**config.mk**
```make
export PLATFORM = sky130hd
export DESIGN_NAME = sdram_arb_flat
export DESIGN_NICKNAME = d
export VERILOG_FILES = /design/src/rtl/sdram_arb_if.sv /design/src/rtl/sdram_arb.sv /design/src/flat_wrapper.sv
export SDC_FILE = /design/constraint.sdc
export NUM_CORES = 1
export LEC_CHECK = 0
export BUFFER_PORTS_ARGS = -buffer_cell sky130_fd_sc_hd__buf_2
export CAP_MARGIN = 10
export CORE_AREA = 2 2 81 83
export CTS_CLUSTER_SIZE = 24
export DETAILED_ROUTE_END_ITERATION = 8
export DIE_AREA = 0 0 83 85
export PLACE_DENSITY = 0.79
export SLEW_MARGIN = 20
export SYNTH_ARGS = -nofsm -noshare
export SYNTH_HDL_FRONTEND = slang
export SYNTH_SLANG_ARGS = --single-unit
export TNS_END_PERCENT = 20
```
**constraint.sdc**
```tcl
create_clock -name clk_50m -period 4 [get_ports clk_50m]
set_clock_uncertainty 0.05 [all_clocks]
set_input_delay 0.2 -clock clk_50m [delete_from_list [all_inputs] [get_ports clk_50m]]
set_output_delay 0.2 -clock clk_50m [all_outputs]
set_load 0.01 [all_outputs]
```
**src/rtl/sdram_arb_if.sv**
```systemverilog
// sdram_arb_if: requester ports and controller command channel
// bundled for the SDRAM arbiter.
interface sdram_arb_if #(
    parameter int ADDR_W = 24,
    parameter int LEN_W  = 9
);
    logic              init_done;

    logic              wr_req;
    logic [ADDR_W-1:0] wr_addr;
    logic [LEN_W-1:0]  wr_len;
    logic              wr_ack;
    logic              wr_done;

    logic              rd_req;
    logic [ADDR_W-1:0] rd_addr;
    logic [LEN_W-1:0]  rd_len;
    logic              rd_ack;
    logic              rd_done;

    logic              cmd_valid;
    logic [1:0]        cmd_op;
    logic [ADDR_W-1:0] cmd_addr;
    logic [LEN_W-1:0]  cmd_len;
    logic              cmd_ready;
    logic              cmd_done;

    logic              ref_ovf;

    modport slave (
        input  init_done,
        input  wr_req, wr_addr, wr_len,
        input  rd_req, rd_addr, rd_len,
        input  cmd_ready, cmd_done,
        output wr_ack, wr_done,
        output rd_ack, rd_done,
        output cmd_valid, cmd_op, cmd_addr, cmd_len,
        output ref_ovf
    );

    modport master (
        output init_done,
        output wr_req, wr_addr, wr_len,
        output rd_req, rd_addr, rd_len,
        output cmd_ready, cmd_done,
        input  wr_ack, wr_done,
        input  rd_ack, rd_done,
        input  cmd_valid, cmd_op, cmd_addr, cmd_len,
        input  ref_ovf
    );
endinterface

```
**src/rtl/sdram_arb.sv**
```systemverilog
// sdram_arb: one-outstanding-command arbiter between refresh,
// a write port and a read port in front of an SDRAM controller.
module sdram_arb #(
    parameter int REF_PERIOD = 390,
    parameter int ADDR_W     = 24,
    parameter int LEN_W      = 9
) (
    input  logic       clk_50m,
    input  logic       rst_n,
    sdram_arb_if.slave bus
);
    typedef enum logic [1:0] {
        IDLE  = 2'd0,
        ISSUE = 2'd1,
        WAIT  = 2'd2
    } state_t;

    localparam logic [1:0] OP_REF = 2'b00;
    localparam logic [1:0] OP_WR  = 2'b01;
    localparam logic [1:0] OP_RD  = 2'b10;
    localparam int         TW     = $clog2(REF_PERIOD + 1);

    state_t            state_q, state_d;
    logic [1:0]        op_q, op_d;
    logic [ADDR_W-1:0] addr_q, addr_d;
    logic [LEN_W-1:0]  len_q, len_d;
    logic              valid_q, valid_d;
    logic              last_wr_q, last_wr_d;
    logic              wr_done_q, wr_done_d;
    logic              rd_done_q, rd_done_d;
    logic [TW-1:0]     tmr_q, tmr_d;
    logic [1:0]        pend_q, pend_d;
    logic              ovf_q, ovf_d;
    logic              wrap;
    logic              ref_dec;
    logic              hs;
    logic              wr_win;

    assign hs     = (state_q == ISSUE) && bus.cmd_ready;
    assign wrap   = bus.init_done && (tmr_q == TW'(REF_PERIOD - 1));
    // Write wins unless a read also waits and the last grant was a write.
    assign wr_win = bus.wr_req && (!bus.rd_req || !last_wr_q);

    assign bus.cmd_valid = valid_q;
    assign bus.cmd_op    = op_q;
    assign bus.cmd_addr  = addr_q;
    assign bus.cmd_len   = len_q;
    assign bus.wr_ack    = hs && (op_q == OP_WR);
    assign bus.rd_ack    = hs && (op_q == OP_RD);
    assign bus.wr_done   = wr_done_q;
    assign bus.rd_done   = rd_done_q;
    assign bus.ref_ovf   = ovf_q;

    // Refresh interval timer; frozen at zero until the controller is up.
    always_comb begin
        tmr_d = tmr_q;
        if (!bus.init_done || wrap) begin
            tmr_d = '0;
        end else begin
            tmr_d = tmr_q + TW'(1);
        end
    end

    // Refresh backlog: saturating count, sticky overflow flag.
    always_comb begin
        pend_d = pend_q;
        ovf_d  = ovf_q;
        if (wrap && !ref_dec) begin
            if (pend_q == 2'd3) begin
                ovf_d = 1'b1;
            end else begin
                pend_d = pend_q + 2'd1;
            end
        end else if (ref_dec && !wrap) begin
            pend_d = pend_q - 2'd1;
        end
    end

    // Arbitration FSM: next state, latched command and done pulses.
    always_comb begin
        state_d   = state_q;
        op_d      = op_q;
        addr_d    = addr_q;
        len_d     = len_q;
        valid_d   = valid_q;
        last_wr_d = last_wr_q;
        wr_done_d = 1'b0;
        rd_done_d = 1'b0;
        ref_dec   = 1'b0;
        unique case (state_q)
            IDLE: begin
                valid_d = 1'b0;
                if (bus.init_done) begin
                    priority case (1'b1)
                        (pend_q != 2'd0): begin
                            op_d    = OP_REF;
                            addr_d  = '0;
                            len_d   = '0;
                            valid_d = 1'b1;
                            state_d = ISSUE;
                        end
                        wr_win: begin
                            op_d      = OP_WR;
                            addr_d    = bus.wr_addr;
                            len_d     = bus.wr_len;
                            valid_d   = 1'b1;
                            last_wr_d = 1'b1;
                            state_d   = ISSUE;
                        end
                        bus.rd_req: begin
                            op_d      = OP_RD;
                            addr_d    = bus.rd_addr;
                            len_d     = bus.rd_len;
                            valid_d   = 1'b1;
                            last_wr_d = 1'b0;
                            state_d   = ISSUE;
                        end
                        default: begin
                            state_d = IDLE;
                        end
                    endcase
                end
            end
            ISSUE: begin
                if (bus.cmd_ready) begin
                    valid_d = 1'b0;
                    state_d = WAIT;
                end
            end
            WAIT: begin
                if (bus.cmd_done) begin
                    wr_done_d = (op_q == OP_WR);
                    rd_done_d = (op_q == OP_RD);
                    ref_dec   = (op_q == OP_REF);
                    state_d   = IDLE;
                end
            end
            default: begin
                valid_d = 1'b0;
                state_d = IDLE;
            end
        endcase
    end

    // State and output registers; reset leaves read as last grant.
    always_ff @(posedge clk_50m or negedge rst_n) begin
        if (!rst_n) begin
            state_q   <= IDLE;
            op_q      <= 2'b00;
            addr_q    <= '0;
            len_q     <= '0;
            valid_q   <= 1'b0;
            last_wr_q <= 1'b0;
            wr_done_q <= 1'b0;
            rd_done_q <= 1'b0;
            tmr_q     <= '0;
            pend_q    <= 2'd0;
            ovf_q     <= 1'b0;
        end else begin
            state_q   <= state_d;
            op_q      <= op_d;
            addr_q    <= addr_d;
            len_q     <= len_d;
            valid_q   <= valid_d;
            last_wr_q <= last_wr_d;
            wr_done_q <= wr_done_d;
            rd_done_q <= rd_done_d;
            tmr_q     <= tmr_d;
            pend_q    <= pend_d;
            ovf_q     <= ovf_d;
        end
    end
endmodule

```
**src/flat_wrapper.sv**
```systemverilog
// flat-port wrapper written by rule: the top's interface ports become plain ports
module sdram_arb_flat 
#(
    parameter int REF_PERIOD = 390,
    parameter int ADDR_W     = 24,
    parameter int LEN_W      = 9
)
  (clk_50m, rst_n, bus_init_done, bus_wr_req, bus_wr_addr, bus_wr_len, bus_rd_req, bus_rd_addr, bus_rd_len, bus_cmd_ready, bus_cmd_done, bus_wr_ack, bus_wr_done, bus_rd_ack, bus_rd_done, bus_cmd_valid, bus_cmd_op, bus_cmd_addr, bus_cmd_len, bus_ref_ovf);
  sdram_arb_if #(.ADDR_W(ADDR_W), .LEN_W(LEN_W)) bus_i ();
  input  logic clk_50m;
  input  logic rst_n;
  input wire logic [$bits(bus_i.init_done)-1:0] bus_init_done;
  input wire logic [$bits(bus_i.wr_req)-1:0] bus_wr_req;
  input wire logic [$bits(bus_i.wr_addr)-1:0] bus_wr_addr;
  input wire logic [$bits(bus_i.wr_len)-1:0] bus_wr_len;
  input wire logic [$bits(bus_i.rd_req)-1:0] bus_rd_req;
  input wire logic [$bits(bus_i.rd_addr)-1:0] bus_rd_addr;
  input wire logic [$bits(bus_i.rd_len)-1:0] bus_rd_len;
  input wire logic [$bits(bus_i.cmd_ready)-1:0] bus_cmd_ready;
  input wire logic [$bits(bus_i.cmd_done)-1:0] bus_cmd_done;
  output wire logic [$bits(bus_i.wr_ack)-1:0] bus_wr_ack;
  output wire logic [$bits(bus_i.wr_done)-1:0] bus_wr_done;
  output wire logic [$bits(bus_i.rd_ack)-1:0] bus_rd_ack;
  output wire logic [$bits(bus_i.rd_done)-1:0] bus_rd_done;
  output wire logic [$bits(bus_i.cmd_valid)-1:0] bus_cmd_valid;
  output wire logic [$bits(bus_i.cmd_op)-1:0] bus_cmd_op;
  output wire logic [$bits(bus_i.cmd_addr)-1:0] bus_cmd_addr;
  output wire logic [$bits(bus_i.cmd_len)-1:0] bus_cmd_len;
  output wire logic [$bits(bus_i.ref_ovf)-1:0] bus_ref_ovf;
  assign bus_i.init_done = bus_init_done;
  assign bus_i.wr_req = bus_wr_req;
  assign bus_i.wr_addr = bus_wr_addr;
  assign bus_i.wr_len = bus_wr_len;
  assign bus_i.rd_req = bus_rd_req;
  assign bus_i.rd_addr = bus_rd_addr;
  assign bus_i.rd_len = bus_rd_len;
  assign bus_i.cmd_ready = bus_cmd_ready;
  assign bus_i.cmd_done = bus_cmd_done;
  assign bus_wr_ack = bus_i.wr_ack;
  assign bus_wr_done = bus_i.wr_done;
  assign bus_rd_ack = bus_i.rd_ack;
  assign bus_rd_done = bus_i.rd_done;
  assign bus_cmd_valid = bus_i.cmd_valid;
  assign bus_cmd_op = bus_i.cmd_op;
  assign bus_cmd_addr = bus_i.cmd_addr;
  assign bus_cmd_len = bus_i.cmd_len;
  assign bus_ref_ovf = bus_i.ref_ovf;
  sdram_arb #(.REF_PERIOD(REF_PERIOD), .ADDR_W(ADDR_W), .LEN_W(LEN_W)) u_core (.clk_50m(clk_50m), .rst_n(rst_n), .bus(bus_i));
endmodule
```
==> results of run 1 <==
per-layer routing:
metal | vias up | part of all wire | GRT usage
li1 | 1079 | - | -
met1 | 1006 | 0.43 | 0.197
met2 | 74 | 0.50 | 0.290
met3 | 5 | 0.066 | 0.0438
met4 | 0 | 0.0079 | 0.0358
met5 | - | 0 | 0
final cells by class:
type                    count  area [um2]  share of cell area
flip-flops and latches     53        1330               0.422
multi-input cells         171        1010               0.322
repair buffers            117         611               0.194
well taps                  77        96.3              0.0307
clock buffers               7        86.3              0.0275
inverters                   2        7.51             0.00239
diodes                      1        2.50            0.000796
power groups by stage:
stage	clock network [mW]	logic [mW]	registers, mW
floorplan	0	0.419	0.941
global placement	0	0.787	0.865
detailed placement	0	0.817	0.870
CTS	0.309	0.817	0.861
global route	0.327	0.906	0.890
finish	0.295	0.803	0.860
state kept, by name (all words and copies together) (netlist names):
name                  flops
u_core.bus.wr_done        1
u_core.bus.cmd_len        9
u_core.pend_q             2
u_core.state_q            2
u_core.tmr_q              9
u_core.bus.cmd_addr      24
u_core.bus.cmd_op         2
u_core.bus.rd_done        1
u_core.bus.ref_ovf        1
u_core.last_wr_q          1
u_core.bus.cmd_valid      1
worst max-delay path, stage by stage (launching register included):
cell and delay (ps):
dfrtp_1 440, or2_1 310, o31ai_4 780, buf_12 290, nand2_1 70, o21ai_1 90
through the flow:
| step | setup slack, ps | std cells |
|---|---|---|
| floorplan | 2270 | 240 |
| global placement | 1900 | 419 |
| detailed placement | 1800 | 419 |
| CTS | 1770 | 427 |
| global route | 1690 | 427 |
| finish | 1880 | 428 |
logic make-up (layout without fill, tap and decap cells):
| family | after synthesis | in the layout | synth area share |
|---|---|---|---|
| other | 0 | 1 | 0 |
| AO/OA/AOI/OAI | 78 | 78 | 0.212 |
| flip-flops | 53 | 53 | 0.551 |
| multiplexers | 1 | 1 | 0.00468 |
| XOR/XNOR | 8 | 8 | 0.0291 |
| adder cells (fa/ha/maj) | 2 | 2 | 0.0104 |
| AND/OR/NAND/NOR | 82 | 82 | 0.164 |
| buffers and inverters | 16 | 126 | 0.0291 |
repair_timing:
item                                   CTS  global route
endpoints found under the hold margin   47             0
gates resized for setup                  0             0
buffers inserted                         0             0
setup endpoints to repair                0             0
hold buffers                             1             0
cells in the final DEF, fill, tap and decap left out, drive strengths merged:
master / instances
and4bb: 2
or4: 1
nor3b: 1
buf: 116
a41o: 1
o21ai: 36
and3: 3
mux2: 1
or3: 2
a22oi: 33
xor2: 6
ha: 2
nand4: 2
a21bo: 1
dfrtp: 53
o31a: 1
and2: 1
o31ai: 1
nand3b: 2
nor2: 15
dlygate4sd3: 1
nand2b: 4
a21oi: 3
nor3: 3
or2: 1
clkbuf: 7
o211a: 1
nand3: 5
diode: 1
xnor2: 2
inv: 2
nand2: 39
a31oi: 1
and4: 1
worst paths after layout:
| check | cells after the start | from | end |
|---|---|---|---|
| worst min register to register | 1 | u_core.bus.ref_ovf$_DFFE_PN0P_ | u_core.bus.ref_ovf$_DFFE_PN0P_ |
| worst max register to register | 5 | u_core.pend_q[0]$_DFFE_PN0P_ | u_core.bus.cmd_addr[20]$_DFFE_PN0P_ |
| worst min-delay path | 2 | bus_cmd_ready | u_core.state_q[0]$_DFFE_PN0P_ |
| max in group asynchronous | 3 | rst_n | u_core.bus.cmd_addr[16]$_DFFE_PN0P_ |
| worst max-delay path | 5 | u_core.pend_q[0]$_DFFE_PN0P_ | u_core.bus.cmd_addr[20]$_DFFE_PN0P_ |
| min in group asynchronous | 3 | rst_n | u_core.bus.cmd_addr[20]$_DFFE_PN0P_ |
==> key figures, run 1 <==
Run status
  – Outcome: completed

GRT
  – Vias in the first global route: 2,075
  – GRT Total Usage: 0.162
  – GRT overflow: 0
  – Antenna violations before repair: 1
  – First-pass GRT wire length: 9.43 mm
  – Pin count of the biggest net entering global routing: 54

Finish
  – Layout cell share with drive strength beyond 1: 0.366
  – Post-route cell area: roughly 3100 um2
  – Fin util: 0.506
  – Area Overhead vs Synth: 30.5%
  – FILL cells: around 600
  – Total Nets Final: between 400 and 500

Synth
  – YS warnings: 0
  – Post-synth top area share: 0.551
  – Post-synth top area cell: dfrtp_1
  – Unique masters post-synth: 37
  – Top_reg_cell synth: dfrtp_1
  – Synthesized cell area: approximately 2400 um2
  – Mean Syn Cell Area: roughly 10 um2
  – Count leader, synth: dfrtp_1
  – Synth top area cells: dfrtp_1, a22oi_1, o21ai_1
  – Synth cell count leaders: dfrtp_1, nand2_1, o21ai_1
  – EDFF count, synth: 0
  – Synthesized Nets: 315
  – Async SR Flop Fraction: 1.00
  – Syn Inst Count: between 200 and 250
  – FF+latch count, synth: 53
  – Seq/Total Area, Yosys: 0.551

Power
  – Int Pwr: approximately 1.2 mW
  – Clk pwr share: 0.151
  – Sequential share of power: 0.439
  – Sw Share: 0.385
  – Sw Pwr: 0.753 mW
  – Gate power share: 0.410
  – Leakage: 1.58 nW
  – Total power: a little under 2 mW
  – Power Dens Cells: roughly 620 nW/um2
  – VDD IR max: around 0.25 mV

Critical path
  – R2r setup slk: between 1500 and 2000 ps
  – Startpoint class of the critical path: flop
  – WS Path Type: reg -> reg
  – Crit end category: flop
  – CP arrival: ~2300 ps
  – Worst Path Required: about 4200 ps
  – Max FO, Critical Path: 46

Placed design
  – Gpl congestion: between 0.8 and 0.9
  – Port-buffer cells: roughly 110
  – Post-place instance area: 3040 um2
  – HPWL after DPL: around 4.1 mm

Route
  – Wire length per cell: 13.1 um
  – First-pass DRT Iterations: 4
  – DRC: 0
  – Initial DRC Count: 94
  – Routed WL: between 5 and 6 mm
  – Vias/cell: between 5 and 6
  – Remaining antenna violation count: 0
  – Vias: between 2k and 2.5k

Floorplanning
  – Core Area: between 6000 and 7000 um2
  – Width of the die: slightly above 80 um
  – Die Y: 85 um
  – Initial Util: 0.388
  – Die ar.: roughly 7000 um2
  – # rows: 29
  – Io pins: 114

Timing
  – Period utilization: 0.531
  – Setup TNS: 0 ps
  – Slew HR: 0.363
  – Min Tclk post-route: ~2100 ps
  – Least-Margin Pin Slew: around 960 ps
  – Final hold violations: 0
  – Slew Limit Fails: 0
  – Worst Hold Slack: 56.2 ps
  – F_max: 471 MHz
  – RSZ-0062 raised after global routing: no
  – Final setup vio count: 0

Clocking
  – H-tree lvl count: 2
  – Clock Tree Buf Depth: 2
  – Reg clk slew, reported paths: about 90 ps
  – Root Buffer: clkbuf_8
  – Clock Sinks: 53
  – TritonCTS Buffers: 5
  – CTS tree: yes
  – Latest clock arrival within the worst-skew pair: 300 ps

Flow run
  – Number of max-cap violations: 0

Hold path
  – Class of the worst hold path: in -> reg
Note: power is estimated with default switching activity, not from simulation.
==> run 2: changes to the inputs <==
==> constraint.sdc (replaced) <==
create_clock -name clk_50m -period 2.15 [get_ports clk_50m]
set_clock_uncertainty 0.05 [all_clocks]
set_input_delay 0.1075 -clock clk_50m [delete_from_list [all_inputs] [get_ports clk_50m]]
set_output_delay 0.1075 -clock clk_50m [all_outputs]
set_load 0.01 [all_outputs]
==> run 2 against run 1 <==
Routed wire length decreased by 2.1%; final cell count grew 1.2%; final area rose by 1.3%; global-route usage fell by 0.43 points; maximum frequency up 18%; utilization rose by 0.67 points; largest cell class unchanged; hold slack got worse by 24 ps; first-iteration DRC count fell by 26%; via count fell by 1.8%; flip-flop and latch count did not move; critical path type unchanged; total power grew 88%.
==> key figures, run 2 (synthesis results as in run 1) <==
Flow run
  – Number of max-cap violations: 0 (unchanged)

Route
  – Vias/cell: 4.91 (-2.9%)
  – Initial DRC Count: 70 (-26%)
  – Vias: 2,126 (-1.8%)
  – Remaining antenna violation count: 0 (unchanged)
  – First-pass DRT Iterations: 4 (unchanged)
  – Wire length per cell: 12.6 um (-3.2%)
  – Routed WL: 5.47 mm (-2.1%)
  – DRC: 0 (unchanged)

Critical path
  – Critical-path cell list: inv_1, ha_1, and4bb_2, nand3_1, or4_1, o211a_1
  – R2r setup slk: 350 ps (-1530 ps)
  – Slowest stage delay, CP: 500 ps (-280 ps)
  – Crit end category: flop
  – Worst Path Required: 2280 ps (-1890 ps)
  – Startpoint class of the critical path: flop
  – WS Path Type: reg -> reg
  – Worst path slowest cell: or4_1
  – Cell family contributing the most delay on the critical path: simple AND/OR/NAND/NOR gates
  – Crit path buf inv count: 1 (unchanged)
  – CP arrival: 1940 ps (-350 ps)
  – Max FO, Critical Path: 5 (-89%)

Finish
  – Area Overhead vs Synth: 32.2%
  – Non-filler cells, final: 433 (+1.2%)
  – Layout cell share with drive strength beyond 1: 0.371 (+0.00507)
  – FILL cells: 583 (-1.9%)
  – Most frequent cells in the layout: buf_2, dfrtp_1, nand2_1
  – Commonest non-fill, non-tap cell in the layout: buf_2
  – Post-route cell area: 3180 um2 (+1.3%)
  – Antenna Cells: 0 (-1)
  – Total Nets Final: 430 (+1.2%)
  – Largest register FFs: 24 (unchanged)

Clocking
  – Post-CTS Setup Bufs: 0 (unchanged)
  – Root Buffer: clkbuf_8
  – Clock Sinks: 53 (unchanged)
  – TritonCTS Buffers: 5 (unchanged)
  – CTS tree: yes
  – Reg clk slew, reported paths: 90 ps (about the same)
  – H-tree lvl count: 2 (unchanged)
  – Latest clock arrival within the worst-skew pair: 290 ps (about the same)
  – Clock Tree Buf Depth: 2 (unchanged)

Timing
  – RSZ-0062 raised after global routing: no
  – Slew Limit Fails: 0 (unchanged)
  – Setup TNS: 0 ps (unchanged)
  – F_max: 554 MHz (+18%)
  – Least-Margin Pin Slew: 500 ps (-455 ps)
  – Slew HR: 0.664 (+0.301)
  – Final hold violations: 0 (unchanged)
  – Period utilization: 0.839 (+0.308)
  – Min Tclk post-route: 1800 ps (-319 ps)
  – Worst Hold Slack: 31.8 ps (-24.4 ps)
  – Final setup vio count: 0 (unchanged)
  – PnR worst setup slack: 346 ps (-1530 ps)

Power
  – VDD IR max: 0.462 mV (+82%)
  – Leakage: 1.61 nW (+1.7%)
  – Power Dens Cells: 1160 nW/um2 (+86%)

GRT
  – Pin count of the biggest net entering global routing: 45 (-17%)
  – Met1 Use GR: 0.196 (-0.000777)
  – GRT Total Usage: 0.158 (-0.00429)
  – M3 GR Usage: 0.0321 (-0.0117)
  – Antenna violations before repair: 0 (-1)
  – First-pass GRT wire length: 9.23 mm (-2.1%)
  – GR peak layer: met2
  – Met2 GRT Util: 0.284 (-0.00660)
  – GRT overflow: 0 (unchanged)
  – Vias in the first global route: 2,126 (+2.5%)

Placed design
  – Placement Setup Slack: 348 ps (-1460 ps)
  – Port-buffer cells: 113 (unchanged)
  – Post-place instance area: 3050 um2 (+0.33%)
  – Gpl congestion: 0.843 (+0.54%)
  – HPWL after DPL: 4.13 mm (+0.47%)
  – Placed cell count: 422 (+0.72%)

Floorplanning
  – Core Area: 6200 um2 (unchanged)
  – # rows: 29 (unchanged)
  – Width of the die: 83 um (unchanged)
  – Initial Util: 0.388 (unchanged)
  – Die ar.: 7060 um2 (unchanged)
  – Io pins: 114 (unchanged)
  – Die Y: 85 um (unchanged)

Run status
  – Outcome: completed

Hold path
  – Class of the worst hold path: in -> reg
-- run 2: tightest hold or removal path: cells and delay by family --
family / cells / cell delay [ps]
compound gates: 2 / 150
buf+inv: 1 / 70
-- run 2: path summary, 6_finish.rpt --
kind                                                             to                            from  depth (start not counted)
worst max-delay path                   u_core.pend_q[0]$_DFFE_PN0P_       u_core.tmr_q[1]$_DFF_PN0_                          6
worst min-delay path              u_core.bus.cmd_len[3]$_DFFE_PN0P_                   bus_wr_len[3]                          3
worst max register to register         u_core.pend_q[0]$_DFFE_PN0P_       u_core.tmr_q[1]$_DFF_PN0_                          6
worst min register to register       u_core.bus.ref_ovf$_DFFE_PN0P_  u_core.bus.ref_ovf$_DFFE_PN0P_                          1
max in group asynchronous       u_core.bus.cmd_addr[18]$_DFFE_PN0P_                           rst_n                          3
min in group asynchronous              u_core.bus.rd_done$_DFF_PN0_                           rst_n                          2
-- run 2: repair_timing --
item                      CTS  global route
gates resized for setup     0             0
hold buffers                3             0
hold endpoints to repair   55             0
-- run 2: stage by stage --
| stage | utilization | total power [mW] |
|---|---|---|
| final | 0.513 | 3.68 |
| after global routing | 0.513 | 4.01 |
| after CTS | 0.513 | 3.74 |
| after detailed placement | 0.492 | 3.13 |
| after global placement | 0.492 | 3.07 |
| after floorplan | - | 2.53 |
-- run 2: layer usage --
layer / vias to the layer above / wire (um)
met5: - / 0
met4: 0 / 15
met3: 2 / 322
met2: 71 / 2660
met1: 971 / 2470
li1: 1082 / -
-- run 2: power breakdown --
group          internal, mW  leakage, nW  switching (mW)  total [mW]
Sequential             1.36        0.707           0.225        1.59
Clock                 0.292       0.0542           0.307       0.598
Combinational         0.624        0.849           0.873        1.50
Total                  2.28         1.61            1.41        3.68
-- run 2: layout make-up --
class / instances / area [um2] / area share
flip-flops and latches: 53 / 1330 / 0.417
multi-input cells: 171 / 1010 / 0.318
repair buffers: 122 / 641 / 0.201
clock buffers: 7 / 96.3 / 0.0303
well taps: 77 / 96.3 / 0.0303
inverters: 2 / 7.51 / 0.00236
clock inverters: 1 / 5.00 / 0.00157
==> run 3: changes to the inputs <==
==> constraint.sdc (replaced) <==
create_clock -name clk_50m -period 1.74 [get_ports clk_50m]
set_clock_uncertainty 0.05 [all_clocks]
set_input_delay 0.087 -clock clk_50m [delete_from_list [all_inputs] [get_ports clk_50m]]
set_output_delay 0.087 -clock clk_50m [all_outputs]
set_load 0.01 [all_outputs]
==> run 3 against run 2 <==
Final cell count up 1.6%; register-to-register slack worse by 300 ps; maximum frequency grew 6.7%; final area rose by 2.7%; first-iteration DRC count rose by 50%; combinational power increased by 32%; critical path depth stayed put; worst setup slack worse by 300 ps; die area did not move; flip-flop and latch count did not move; total power up 25%; largest power group is now combinational logic; highest routed layer unchanged.
==> key figures, run 3 (synthesis results as in run 1) <==
Run status
  – Outcome: completed

Timing
  – Slew Limit Fails: 0 (unchanged)
  – RSZ-0062 raised after global routing: no
  – Final setup vio count: 0 (unchanged)
  – Period utilization: 0.971 (+0.132)
  – Setup TNS: 0 ps (unchanged)
  – Least-Margin Pin Slew: 663 ps (+163 ps)
  – Slew HR: 0.558 (-0.106)
  – Min Tclk post-route: 1690 ps (-114 ps)
  – F_max: 592 MHz (+6.7%)
  – Final hold violations: 0 (unchanged)
  – Worst Hold Slack: 6.21 ps (-25.6 ps)

GRT
  – GRT overflow: 0 (unchanged)
  – First-pass GRT wire length: 9.78 mm (+6.0%)
  – Met1 Use GR: 0.208 (+0.0125)
  – Antenna violations before repair: 1 (+1)
  – Met2 GRT Util: 0.298 (+0.0147)
  – GRT Total Usage: 0.169 (+0.0115)
  – M3 GR Usage: 0.0379 (+0.00584)
  – Pin count of the biggest net entering global routing: 54 (+20%)
  – GR peak layer: met2
  – Vias in the first global route: 2,156 (+1.4%)

Route
  – Vias: 2,199 (+3.4%)
  – Remaining antenna violation count: 0 (unchanged)
  – First-pass DRT Iterations: 4 (unchanged)
  – DRC: 0 (unchanged)
  – Initial DRC Count: 105 (+50%)
  – Wire length per cell: 13.4 um (+6.0%)
  – Vias/cell: 5.00 (+1.8%)
  – Routed WL: 5.89 mm (+7.7%)

Critical path
  – RR Endpoint: u_core.pend_q[0]$_DFFE_PN0P_
  – Crit path from: u_core.tmr_q[1]$_DFF_PN0_
  – Critical Path Stages: 6 (unchanged)
  – Reg2Reg Launch Point: u_core.tmr_q[1]$_DFF_PN0_
  – Cell family contributing the most delay on the critical path: simple AND/OR/NAND/NOR gates
  – Crit path buf inv count: 1 (unchanged)
  – Worst-case reg-to-reg path depth: 6 (unchanged)
  – WS Path Type: reg -> reg
  – Critical-path cell list: inv_1, ha_2, and4bb_2, nand3_1, or4_1, o211a_1
  – Max FO, Critical Path: 3 (-2)
  – R2r setup slk: 50 ps (-300 ps)
  – Worst path slowest cell: or4_1
  – Crit end category: flop
  – Startpoint class of the critical path: flop
  – CP arrival: 1850 ps (-90 ps)
  – Slowest stage delay, CP: 490 ps (about the same)
  – Critical Path Sink: u_core.pend_q[0]$_DFFE_PN0P_
  – Worst Path Required: 1900 ps (-380 ps)

Finish
  – Commonest non-fill, non-tap cell in the layout: buf_2
  – Total Nets Final: 436 (+1.4%)
  – Area Overhead vs Synth: 35.8%
  – FILL cells: 587 (+0.69%)
  – Largest register FFs: 24 (unchanged)
  – Most frequent cells in the layout: buf_2, dfrtp_1, nand2_1
  – Area of the multi-input gates: 1020 um2 (+1.2%)
  – Layout cell share with drive strength beyond 1: 0.384 (+0.0132)
  – FF+latch area: 1330 um2 (unchanged)
  – Non-filler cells, final: 440 (+1.6%)

Power
  – Clk pwr share: 0.145 (-0.017)
  – VDD IR max: 0.737 mV (+59%)
  – Leakage: 1.64 nW (+2.1%)
  – Sw Share: 0.386 (+0.00489)
  – Sw Pwr: 1.78 mW (+27%)
  – Sequential share of power: 0.426 (-0.005)
  – Int Pwr: 2.83 mW (+24%)
  – Power Dens Cells: 1410 nW/um2 (+22%)
  – Gate power share: 0.429 (+0.022)

Floorplanning
  – Initial Util: 0.388 (unchanged)
  – Die Y: 85 um (unchanged)
  – Die ar.: 7060 um2 (unchanged)
  – Io pins: 114 (unchanged)
  – Core Area: 6200 um2 (unchanged)
  – # rows: 29 (unchanged)
  – Width of the die: 83 um (unchanged)

Clocking
  – Clock Sinks: 53 (unchanged)
  – Post-CTS Setup Bufs: 0 (unchanged)
  – Latest clock arrival within the worst-skew pair: 300 ps (about the same)
  – Root Buffer: clkbuf_8
  – Reg clk slew, reported paths: 100 ps (about the same)
  – Clock Tree Buf Depth: 2 (unchanged)
  – TritonCTS Buffers: 5 (unchanged)
  – H-tree lvl count: 2 (unchanged)
  – CTS tree: yes

Placed design
  – Gpl congestion: 0.805 (-4.5%)
  – Placed cell count: 427 (+1.2%)
  – HPWL after DPL: 4.25 mm (+3.1%)
  – Port-buffer cells: 113 (unchanged)

Hold path
  – Class of the worst hold path: in -> reg

Flow run
  – Number of max-cap violations: 0 (unchanged)
[run 3: changes by cell type in the layout (fill, tap and decap cells not counted)]
| cell | before | now |
|---|---|---|
| buf_12 | 0 | 3 |
| clkbuf_8 | 7 | 5 |
| and3_1 | 3 | 2 |
| and3_4 | 0 | 1 |
| buf_4 | 6 | 7 |
| buf_6 | 0 | 1 |
| clkbuf_1 | 0 | 1 |
| clkinv_2 | 1 | 2 |
| diode_2 | 0 | 1 |
| dlygate4sd3_1 | 3 | 4 |
| ha_1 | 2 | 1 |
| ha_2 | 0 | 1 |
| or3_1 | 2 | 1 |
| or3_4 | 0 | 1 |
[run 3: layout make-up]
| class | instances | share of cell area |
|---|---|---|
| Antenna cell | 1 | 0.000766 |
| Clock buffer | 6 | 0.0222 |
| Clock inverter | 2 | 0.00306 |
| Inverter | 2 | 0.00230 |
| Multi-Input combinational cell | 171 | 0.313 |
| Sequential cell | 53 | 0.406 |
| Tap cell | 77 | 0.0295 |
| Timing Repair Buffer | 128 | 0.223 |
[run 3: power by group through the flow]
stage          registers, mW  logic, mW  clock network (mW)
2_1_floorplan           2.16      0.962                   0
3_5_place_dp            1.99       1.99                   0
3_3_place_gp            1.96       1.94                   0
6_report                1.97       1.98               0.667
4_1_cts                 1.97       2.00               0.697
5_1_grt                 2.04       2.22               0.749
[run 3: worst register-to-register path, delay by kind of cell (launching register included)]
family / cells / cell delay, ps
AOI/OAI and AO/OA: 1 / 140
adders and majority gates: 1 / 140
buffers and inverters: 1 / 60
DFF: 1 / 390
and+or+nand+nor: 3 / 830
[run 3: worst min-delay path by stage]
stage / from / to / slack, ps / cells after the start
final: bus_wr_addr[4] / u_core.bus.cmd_addr[4]$_DFFE_PN0P_ / 6 / 3
after global routing: bus_wr_addr[9] / u_core.bus.cmd_addr[9]$_DFFE_PN0P_ / 10 / 3
after CTS: bus_wr_len[8] / u_core.bus.cmd_len[8]$_DFFE_PN0P_ / 1 / 3
after detailed placement: rst_n / u_core.bus.rd_done$_DFF_PN0_ / 200 / 2
after global placement: rst_n / u_core.bus.rd_done$_DFF_PN0_ / 190 / 2
after floorplan: rst_n / u_core.bus.cmd_addr[0]$_DFFE_PN0P_ / -260 / 0
[run 3: per-stage QoR]
step	util	cell area, um2	total power [mW]	setup WS [ps]
final	0.527	3270	4.61	50.1
after global routing	0.526	3270	5.00	5.60
after CTS	0.524	3250	4.66	29.3
after detailed placement	0.504	3130	3.98	41.3
after global placement	0.504	3130	3.90	69.6
after floorplan	-	2410	3.13	9.57
[run 3: timing repair]
action	in CTS	in global routing
endpoints found under the hold margin	56	0
gates resized for setup	0	4
hold buffers	4	0
setup endpoints to repair	0	29
[run 3: layer usage]
metal | vias to the layer above | share of wire
met4 | 0 | 0.0075
met1 | 1018 | 0.42
met3 | 5 | 0.068
met2 | 74 | 0.50
met5 | - | 0
li1 | 1102 | -
